## src/rtl/seg7_scan4.sv

```systemverilog
// Four-digit multiplexed 7-segment driver (active-low common anode) with frame-synchronous
// digit capture, per-digit blink and a colon dot. Define SEG7_SCAN4_DIM_PWM_EN for anode PWM dimming.
module seg7_scan4 #(
  parameter int SCAN_DIV  = 100000,
  parameter int BLINK_DIV = 25000000
) (
  input  logic       clk,
  input  logic       rst_n,
  input  logic [3:0] in0,
  input  logic [3:0] in1,
  input  logic [3:0] in2,
  input  logic [3:0] in3,
  input  logic [3:0] blink_mask,
  input  logic       colon_en,
`ifdef SEG7_SCAN4_DIM_PWM_EN
  input  logic [2:0] bright,
`endif
  output logic [3:0] an,
  output logic [6:0] seg,
  output logic       dp,
  output logic       frame_done
);

  localparam int PW = (SCAN_DIV > 1) ? $clog2(SCAN_DIV) : 1;
  localparam int BW = (BLINK_DIV > 1) ? $clog2(BLINK_DIV) : 1;
  localparam logic [PW-1:0] PS_LAST = PW'(SCAN_DIV - 1);
  localparam logic [BW-1:0] BL_LAST = BW'(BLINK_DIV - 1);

  logic [PW-1:0]   prescaler;
  logic [1:0]      idx;
  logic [3:0][3:0] shadow;
  logic [BW-1:0]   blink_cnt;
  logic            blink_on;
  logic            tick;
  logic            pwm_on;
  logic [3:0]      an_d;
  logic [6:0]      seg_d;
  logic            dp_d;

  assign tick = (prescaler == PS_LAST);

  function automatic logic [6:0] decode(input logic [3:0] v);
    case (v)
      4'd0:    decode = 7'b1000000;
      4'd1:    decode = 7'b1111001;
      4'd2:    decode = 7'b0100100;
      4'd3:    decode = 7'b0110000;
      4'd4:    decode = 7'b0011001;
      4'd5:    decode = 7'b0010010;
      4'd6:    decode = 7'b0000010;
      4'd7:    decode = 7'b1111000;
      4'd8:    decode = 7'b0000000;
      4'd9:    decode = 7'b0010000;
      default: decode = 7'b1111111;
    endcase
  endfunction

  // Shadow loads only at the end of the last slot so a whole frame shows one snapshot.
  always_ff @(posedge clk or negedge rst_n) begin
    if (!rst_n) begin
      prescaler  <= '0;
      idx        <= 2'd0;
      shadow     <= '0;
      frame_done <= 1'b0;
    end else begin
      prescaler  <= tick ? '0 : prescaler + 1'b1;
      frame_done <= tick && (idx == 2'd3);
      if (tick) idx <= idx + 2'd1;
      if (tick && (idx == 2'd3)) shadow <= {in3, in2, in1, in0};
    end
  end

  always_ff @(posedge clk or negedge rst_n) begin
    if (!rst_n) begin
      blink_cnt <= '0;
      blink_on  <= 1'b1;
    end else if (blink_cnt == BL_LAST) begin
      blink_cnt <= '0;
      blink_on  <= ~blink_on;
    end else begin
      blink_cnt <= blink_cnt + 1'b1;
    end
  end

`ifdef SEG7_SCAN4_DIM_PWM_EN
  // SCAN_DIV is a multiple of 8, so prescaler*8 < (bright+1)*SCAN_DIV reduces to this.
  logic [31:0] on_lim;
  assign on_lim = (32'(bright) + 32'd1) * 32'(SCAN_DIV / 8);
  assign pwm_on = (32'(prescaler) < on_lim);
`else
  assign pwm_on = 1'b1;
`endif

  always_comb begin
    an_d  = pwm_on ? ~(4'b0001 << idx) : 4'b1111;
    seg_d = (blink_mask[idx] && !blink_on) ? 7'h7F : decode(shadow[idx]);
    dp_d  = !((idx == 2'd2) && colon_en && blink_on);
  end

  always_ff @(posedge clk or negedge rst_n) begin
    if (!rst_n) begin
      an  <= 4'b1111;
      seg <= 7'h7F;
      dp  <= 1'b1;
    end else begin
      an  <= an_d;
      seg <= seg_d;
      dp  <= dp_d;
    end
  end

endmodule
```

## config.mk

```make
export PLATFORM = sky130hd
export DESIGN_NAME = seg7_scan4
export DESIGN_NICKNAME = d
export VERILOG_FILES = /design/src/rtl/seg7_scan4.sv
export SDC_FILE = /design/constraint.sdc
export NUM_CORES = 1
export LEC_CHECK = 0
export BUFFER_PORTS_ARGS = -buffer_cell sky130_fd_sc_hd__buf_2
export CAP_MARGIN = 10
export CORE_ASPECT_RATIO = 0.8
export CORE_MARGIN = 2
export CORE_UTILIZATION = 40
export CTS_BUF_LIST = sky130_fd_sc_hd__clkbuf_8
export DETAILED_ROUTE_END_ITERATION = 10
export GPL_TIMING_DRIVEN = 0
export PLACE_DENSITY = 0.65
export SETUP_SLACK_MARGIN = 0.5
export SYNTH_ARGS = -nofsm -noshare
export SYNTH_HDL_FRONTEND = slang
export SYNTH_SLANG_ARGS = --single-unit
```

## constraint.sdc

```tcl
create_clock -name clk -period 4.26 [get_ports clk]
set_input_delay 0.852 -clock clk [delete_from_list [all_inputs] [get_ports clk]]
set_output_delay 0.852 -clock clk [all_outputs]
set_load 0.1 [all_outputs]
```

# [Word-level counts from Yosys, hierarchy flattened]
# Memory sizes are Yosys's and may differ from the RTL's.
# Index checks and enable logic that the tools add are counted.
# Widths: inputs -> output; s select.
[totals] ff_bits=74 mem_bits_ro=112 input_bits=23 output_inout_bits=13 n_memories=1
[op_classes] n_addsub=3 magnitude_cmp=1 eq_ne=4 shift=1 mux=7 bitwise_logic=2 reduce_logical=6
[memory_table] name="(name not given)" words=16 width=7 read_ports=1 rd_ports_with_merged_regs=0 wr=0 line_no="43" source="case (v)"
[op_table] cell="$add 25x1->25 const B" count=1
[op_table] cell="$eq 25x25->1 const B" count=1
[op_table] cell="$mux 25" count=1
[op_table] cell="$add 17x1->17 const B" count=1
[op_table] cell="$eq 17x17->1 const B" count=1
[op_table] cell="$mux 17" count=1
[op_table] cell="$bmux 4 s2" count=1
[op_table] cell="$mux 7" count=1
[op_table] cell="$eq 2x2->1 const B" count=2
[op_table] cell="$logic_and 1x1->1" count=4
[op_table] cell="$mux 4" count=1
[op_table] cell="$not 4->4" count=1
[op_table] cell="$shl 1x2->4 const A" count=1
[op_table] cell="$lt 2x3->1 const B" count=1
[op_table] cell="$add 2x1->2 const B" count=1
[op_table] cell="$bmux 1 s2" count=1
[op_table] cell="$logic_not 1->1" count=2
[op_table] cell="$mux 1" count=1
[op_table] cell="$not 1->1" count=1

# [Logic depth before layout (Yosys ltp)]
# Gate-level depths: netlist (run 1).
[depth] depth_word=4 ltp_mapped=8 mapped_depth_nobuf=6

# [Least setup slack after synthesis (run 1)]
# Ideal clock, no wire load.
[synth_timing] path_type="reg-to-reg" start="register prescaler[0]" end="register shadow[0] (netlist name)" arrival_ns=1.977 required_time_ns=4.135 slack_ns=2.158 stages_incl_launch_ff=8 n_path_buf=2 synth_period_minus_slack_ns=2.102 cell_sequence="dfrtp_1 ha_1 and4_1 buf_2 nand2_1 nor4_4 buf_8 mux2_4"
[synth_between] elab_chain_len=2
[synth_rtl] element="from (decl)" line_no="29" source="logic [PW-1:0] prescaler;"
[synth_rtl] element="from (signal assigned)" line_no="66" source="prescaler <= tick ? '0 : prescaler + 1'b1;"
[synth_rtl] element="$eq 17x17->1" line_no="40" source="assign tick = (prescaler == PS_LAST);"
[synth_rtl] element="$logic_and 1x1->1" line_no="69" source="if (tick && (idx == 2'd3)) shadow <= {in3, in2, in1, in0};"
[synth_rtl] element="to (signal assigned)" line_no="69"
[synth_rtl] element="to (decl)" line_no="31" source="logic [3:0][3:0] shadow;"
# Every way passes these cells.
# A chain may end at the register's enable or synchronous reset.

# [Worst setup path in the final report (run 1)]
[layout_timing] start="register prescaler[0]" end="register shadow[5] (netlist name)"
# The elaborated chain is that of the path after synthesis.

==> reports/results.tsv, run 1 <==
metric	value	unit
Clock transition at path regs	80	ps
CTS Sinks	74	
Core Footprint	0.008446	sq mm
IR drop worst, VDD	0.2701	mV
net load switching power	297.0	uW
clk_skew	8.531	ps
crit path max fanout	10	
worst-path cell with the longest stage delay	nor4_4	
H-Tree Depth	3	
post-route antenna net violation count	0	
relative slew slack	59.10	%
Synthesized Nets	333	
Clock Latency Late Sink	350	ps
routed wire length	6122	um
routability cong.	0.8246	
CP Cell Sequence	ha_1 > and4_1 > buf_2 > nand2_1 > nor4_4 > buf_8 > mux2_4	
CP Data Required Time	4500	ps
Finish-stage setup viols	0	
setup tns final	0	ps
P_leak	1.781	nW
via count	2272	
CTS tree	done	
FP Rows	30	
crit path launch type	register	
root buffer cell	clkbuf_8	
global-route wire length before repair	10640	um
Synth Area in Compound Gates	1.918	%
yosys warns	0	
Place WS	1867	ps
n_diodes	0	
FF-to-FF End	shadow[5]$_DFFE_PN0P_	
worst setup margin	1891	ps
switching part of the total	22.12	%
register-to-register path setup slack	1890	ps
Arr. time, crit path	2610	ps
post-synth top area cell	dfrtp_1	
cts repair resizes	0	
number of stages on the worst setup path	7	
Logic pwr share	4.1	%
sequential share of the synthesized area	54.04	%
initial antenna violation count	0	
synthesized-area fraction occupied by adder cells	3.981	%
largest net degree at the start of global routing	66	
Die H	87.15	um
layout cells sized above 1	25.93	%
cell family with most CP delay	simple AND/OR/NAND/NOR gates	
mux contribution to synthesized area	10.03	%
# hold bufs at CTS	0	
Synth Instances	299	
Pwr Total	1.342	mW
Yosys reg bits	74	
Area growth syn-to-layout	16.07	%
Avg Synthesized Cell Area	11.56	sq um
Distinct cells, synth	36	
Tmin final	2369	ps
Setup Fix Bufs, Post-CTS	0	
period utilization	55.60	%
crit path capture type	register	
starting density of the core	40.93	%
final hold vios	0	
vias in the first global route	2201	
crit path to	shadow[5]$_DFFE_PN0P_	
Initial DRC Count	108	
PD cells	334.5	mW/mm^2
Worst Path Buf+Inv	2	
DR pass1 iterations	4	
All-Layer GR Usage	15.00	%
Reg power frac	52.8	%
Max Buffers Root-to-Sink	2	
worst stage delay on the critical path	600	ps
unrepaired setup endpoints after global routing	false	
post-synthesis simple-gate area fraction	18.31	%
post-synth top area share	44.15	%
Crit. Startpoint	prescaler[0]$_DFF_PN0_	
number of remaining DRC errors	0	
Tightest Hold Check Type	in -> async	
Buffers on Ports	35	
R2R depth	7	
WL per Instance	13.22	um
DPL Wire Length	4293	um
FMAX	422.2	MHz
# IOs	36	
Setup Crit Path Kind	reg -> reg	
Clk pwr share	43.2	%
GR Overflow Total	0	
Reg-to-Reg Start	prescaler[0]$_DFF_PN0_	
Cell Area, Synth	0.003457	sq mm
status	finished clean	
CTS buffer count	9	
chip width	107.9	um
Final #Nets	380	
Slew Viols, Final	0	
Power Internal	1.045	mW
die area	0.009407	sq mm
xor/xnor cell area share of the yosys netlist	9.627	%
Avg Vias per Cell	4.907	
max_cap viols	0	
worst slew pin tran	608.9	ps
Layout fillers	767	
largest cells by area after synthesis	dfrtp_1, dfstp_2, xnor2_1	
largest family of logic cells by synthesized area	simple AND/OR/NAND/NOR gates	
## layout by cell type (no fill, tap or decap), types with 10 or more instances in the layout
master / n
dfstp_2: 13
nand3_1: 16
dfrtp_1: 61
nand2_1: 36
xnor2_1: 28
buf_2: 35
ha_1: 11
xor2_1: 10
nor2_1: 31
## kinds of logic after synthesis
kind of cell	Yosys count
and+or+nand+nor	125
DFF	74
xor gates and xnor gates	38
muxes	24
buffers and inverters	16
AOI/OAI and AO/OA	11
adders and majority gates	11
## synth_stat cells (all sizes together)
master    n
mux2i     2
nand4     8
clkbuf    6
or4b      1
dfrtp    61
and3      4
mux2     18
and4      6
or2       1
o21ai     5
mux4      4
ha       11
nor2b     2
xnor2    28
and2      2
nand3    16
nor3      9
dfstp    13
o22ai     1
nand4bb   1
nand2b    1
nand4b    1
o211ai    1
nor4b     2
a211oi    1
buf       2
a31oi     2
nor4      4
nor2     31
nand2    36
o21a      1
inv       8
xor2     10
## how the worst min path moves through the flow
| stage | startpoint | to | cells after the start |
|---|---|---|---|
| 2_1_floorplan | blink_cnt[0]$_DFF_PN0_ | blink_cnt[0]$_DFF_PN0_ | 1 |
| 3_3_place_gp | blink_cnt[0]$_DFF_PN0_ | blink_cnt[0]$_DFF_PN0_ | 1 |
| 3_5_place_dp | blink_cnt[0]$_DFF_PN0_ | blink_cnt[0]$_DFF_PN0_ | 1 |
| 4_1_cts | rst_n | blink_cnt[4]$_DFF_PN0_ | 1 |
| 5_1_grt | rst_n | blink_cnt[8]$_DFF_PN0_ | 1 |
| 6_report | rst_n | blink_cnt[8]$_DFF_PN0_ | 1 |
## sequential cells by signal (all words and copies together), names as in the netlist
| register | count |
|---|---|
| an | 4 |
| blink_cnt | 25 |
| blink_on | 1 |
| dp | 1 |
| frame_done | 1 |
| idx | 2 |
| prescaler | 17 |
| seg | 7 |
| shadow | 16 |
## through the flow
| stage | area [sq um] | cells | utilization [%] | hold WS (ps) |
|---|---|---|---|---|
| final | 4013 | 463 | 47.51 | 327.8 |
| after global routing | 4013 | 463 | 47.51 | 312.9 |
| after CTS | 4013 | 463 | 47.51 | 312.8 |
| after detailed placement | 3802 | 447 | 45.02 | 450.6 |
| after global placement | 3772 | 446 | 44.67 | 438.8 |
| after floorplan | 3457 | 299 | - | 424.5 |
## metal layers
metal / wire length (um) / GRT usage [%] / up-vias
li1: - / - / 1123
met1: 3054 / 20.14 / 1115
met2: 2813 / 22.41 / 29
met3: 207 / 5.161 / 5
met4: 46 / 5.944 / 0
met5: 0 / 0 / -
## layout make-up
type | count | area [sq um] | area share (%)
clock buffers | 9 | 123.9 | 3.087
flip-flops and latches | 74 | 1868 | 46.55
inverters | 8 | 30.03 | 0.7484
clock inverters | 7 | 86.33 | 2.152
repair buffers | 36 | 205.2 | 5.114
multi-input cells | 209 | 1516 | 37.79
plain buffers | 8 | 42.54 | 1.060
well taps | 112 | 140.1 | 3.492
## power groups by stage
stage | logic (mW) | clock network [mW] | registers, mW
5_1_grt | 0.0598 | 0.632 | 0.708
3_3_place_gp | 0.0527 | 0 | 0.721
3_5_place_dp | 0.0563 | 0 | 0.722
4_1_cts | 0.0564 | 0.596 | 0.708
2_1_floorplan | 0.00308 | 0 | 0.745
6_report | 0.0549 | 0.579 | 0.708
(Power assumes the default switching activity.)
==> run 2, diff against run 1 <==
==> constraint.sdc (replaced) <==
create_clock -name clk -period 2.2 [get_ports clk]
set_input_delay 0.44 -clock clk [delete_from_list [all_inputs] [get_ports clk]]
set_output_delay 0.44 -clock clk [all_outputs]
set_load 0.1 [all_outputs]
==> run 2 against run 1 <==
Routed wire length increased by 25%. Global-route usage increased by 2.1 points. Critical path depth rose by 1. Clock power grew 140%. Die area did not move. Flip-flop and latch count did not move. Cell count grew 8.6%. Core utilization rose by 7.9 points. Maximum frequency increased by 20%. Power grew 110%. Combinational power is 110% higher. Design area is 17% higher.
==> reports/results.tsv, run 2 (same netlist as run 1, synthesis figures left out) <==
metric	value	unit
setup tns final	0	ps
initial antenna violation count	0	
DR pass1 iterations	5	
CP Cell Sequence	ha_2 > and4_1 > buf_6 > nand2_4 > nor4_4 > buf_4 > clkbuf_16 > mux2_4	
global-route wire length before repair	12190	um
chip width	107.9	um
relative slew slack	67.88	%
clk_skew	12.59	ps
Core Footprint	0.008446	sq mm
CP Data Required Time	2440	ps
All-Layer GR Usage	17.10	%
max reg flops	25	
Avg Vias per Cell	5.036	
Worst Path Buf+Inv	3	
post-route antenna net violation count	0	
Pwr Total	2.865	mW
Die H	87.15	um
Place WS	-134.0	ps
Area growth syn-to-layout	35.36	%
CTS Sinks	74	
DPL Wire Length	4537	um
Top Registers	blink_cnt: 25 flops, prescaler: 17 flops, shadow: 16 flops	
period utilization	89.42	%
crit path max fanout	5	
WL per Instance	15.23	um
Final Util	55.41	%
final hold vios	0	
Tmin final	1967	ps
Final #Nets	420	
die area	0.009407	sq mm
# placed instances	447	
Clock Latency Late Sink	360	ps
P_leak	2.116	nW
Top reg by flops	blink_cnt	
CTS tree	done	
# IOs	36	
root buffer cell	clkbuf_8	
crit path launch type	register	
CTS buffer count	9	
vias in the first global route	2538	
status	finished clean	
worst slew pin tran	485.1	ps
Setup Crit Path Kind	reg -> reg	
max_cap viols	0	
cell family with most CP delay	simple AND/OR/NAND/NOR gates	
Initial DRC Count	117	
unrepaired setup endpoints after global routing	true	
FMAX	508.3	MHz
worst setup margin	232.7	ps
Non-Filler Instances	503	
commonest cells after routing, fill and taps aside	dfrtp_1, buf_4, nand2_1	
worst-path cell with the longest stage delay	dfrtp_1	
Tightest Hold Check Type	in -> reg	
routed wire length	7663	um
starting density of the core	40.93	%
IR drop worst, VDD	0.4375	mV
largest net degree at the start of global routing	52	
n_diodes	0	
Clock transition at path regs	70	ps
H-Tree Depth	3	
routability cong.	0.8497	
Slew Viols, Final	0	
Finish-stage setup viols	0	
GR Overflow Total	0	
commonest non-fill, non-tap cell in the layout	dfrtp_1	
Arr. time, crit path	2200	ps
worst stage delay on the critical path	370	ps
number of remaining DRC errors	0	
PD cells	612.1	mW/mm^2
Max Buffers Root-to-Sink	2	
via count	2533	
Buffers on Ports	35	
layout cells sized above 1	41.94	%
crit path capture type	register	
FP Rows	30	
-- run 2: cell types whose count changed in the layout (fill, tap and decap cells not counted), moves of 5 or more --
cell,previous run,this run
mux2_4,9,17
ha_1,11,5
buf_2,35,22
ha_4,0,5
buf_4,1,44
mux2_2,9,1
clkbuf_1,6,0
buf_6,0,9
nand2_1,36,31
-- run 2: final timing paths --
path	startpoint	endpoint	slack, ps	cells past startpoint
max	prescaler[0]$_DFF_PN0_	shadow[8]$_DFFE_PN0P_	230	8
max reg2reg	prescaler[0]$_DFF_PN0_	shadow[8]$_DFFE_PN0P_	230	8
max in group asynchronous	rst_n	an[3]$_DFF_PN1_	1050	3
min in group asynchronous	rst_n	frame_done$_DFF_PN0_	530	2
min	colon_en	dp$_DFF_PN1_	310	2
min reg2reg	blink_cnt[0]$_DFF_PN0_	blink_cnt[0]$_DFF_PN0_	460	1
-- run 2: report_power, final --
group          internal, mW  total, mW  switching (mW)
clock                 0.867       1.38           0.513
sequential             1.37       1.37         0.00134
combinational        0.0315      0.113          0.0816
total                  2.27       2.86           0.596
-- run 2: worst register-to-register path: stages, from the launching register on --
cell	delay [ps]
dfrtp_1	370
ha_2	180
and4_1	200
buf_6	110
nand2_4	60
nor4_4	300
buf_4	190
clkbuf_16	150
mux2_4	290
-- run 2: layout make-up --
type	count	area, sq um
Fill cell	701	3766
Sequential cell	74	1869
Multi-Input combinational cell	209	1702
Timing Repair Buffer	76	585.6
Clock inverter	7	141.4
Tap cell	112	140.1
Clock buffer	9	123.9
Buffer	8	82.58
Inverter	8	35.03
-- run 2: metrics by stage --
stage | cell area (sq um) | hold slack (ps)
2_1_floorplan | 3468 | 144.4
3_3_place_gp | 3784 | 436.4
3_5_place_dp | 3814 | 373.5
4_1_cts | 4477 | 279.8
5_1_grt | 4679 | 298.6
6_report | 4679 | 305.9
-- run 2: routing by layer --
metal	GRT usage (%)	part of all wire, %
met5	0	0
met4	8.042	1.8
met3	5.161	4.0
met2	26.07	47
met1	22.46	47
-- run 2: repair_timing --
| action | 4_1_cts | 5_1_grt |
|---|---|---|
| pin swaps | 14 | 11 |
| gates cloned | 0 | 1 |
| endpoints found under the hold margin | 16 | 0 |
| hold buffers | 1 | 0 |
| endpoints found under the setup margin | 62 | 47 |
| gates resized for setup | 64 | 17 |
| buffers inserted | 22 | 16 |
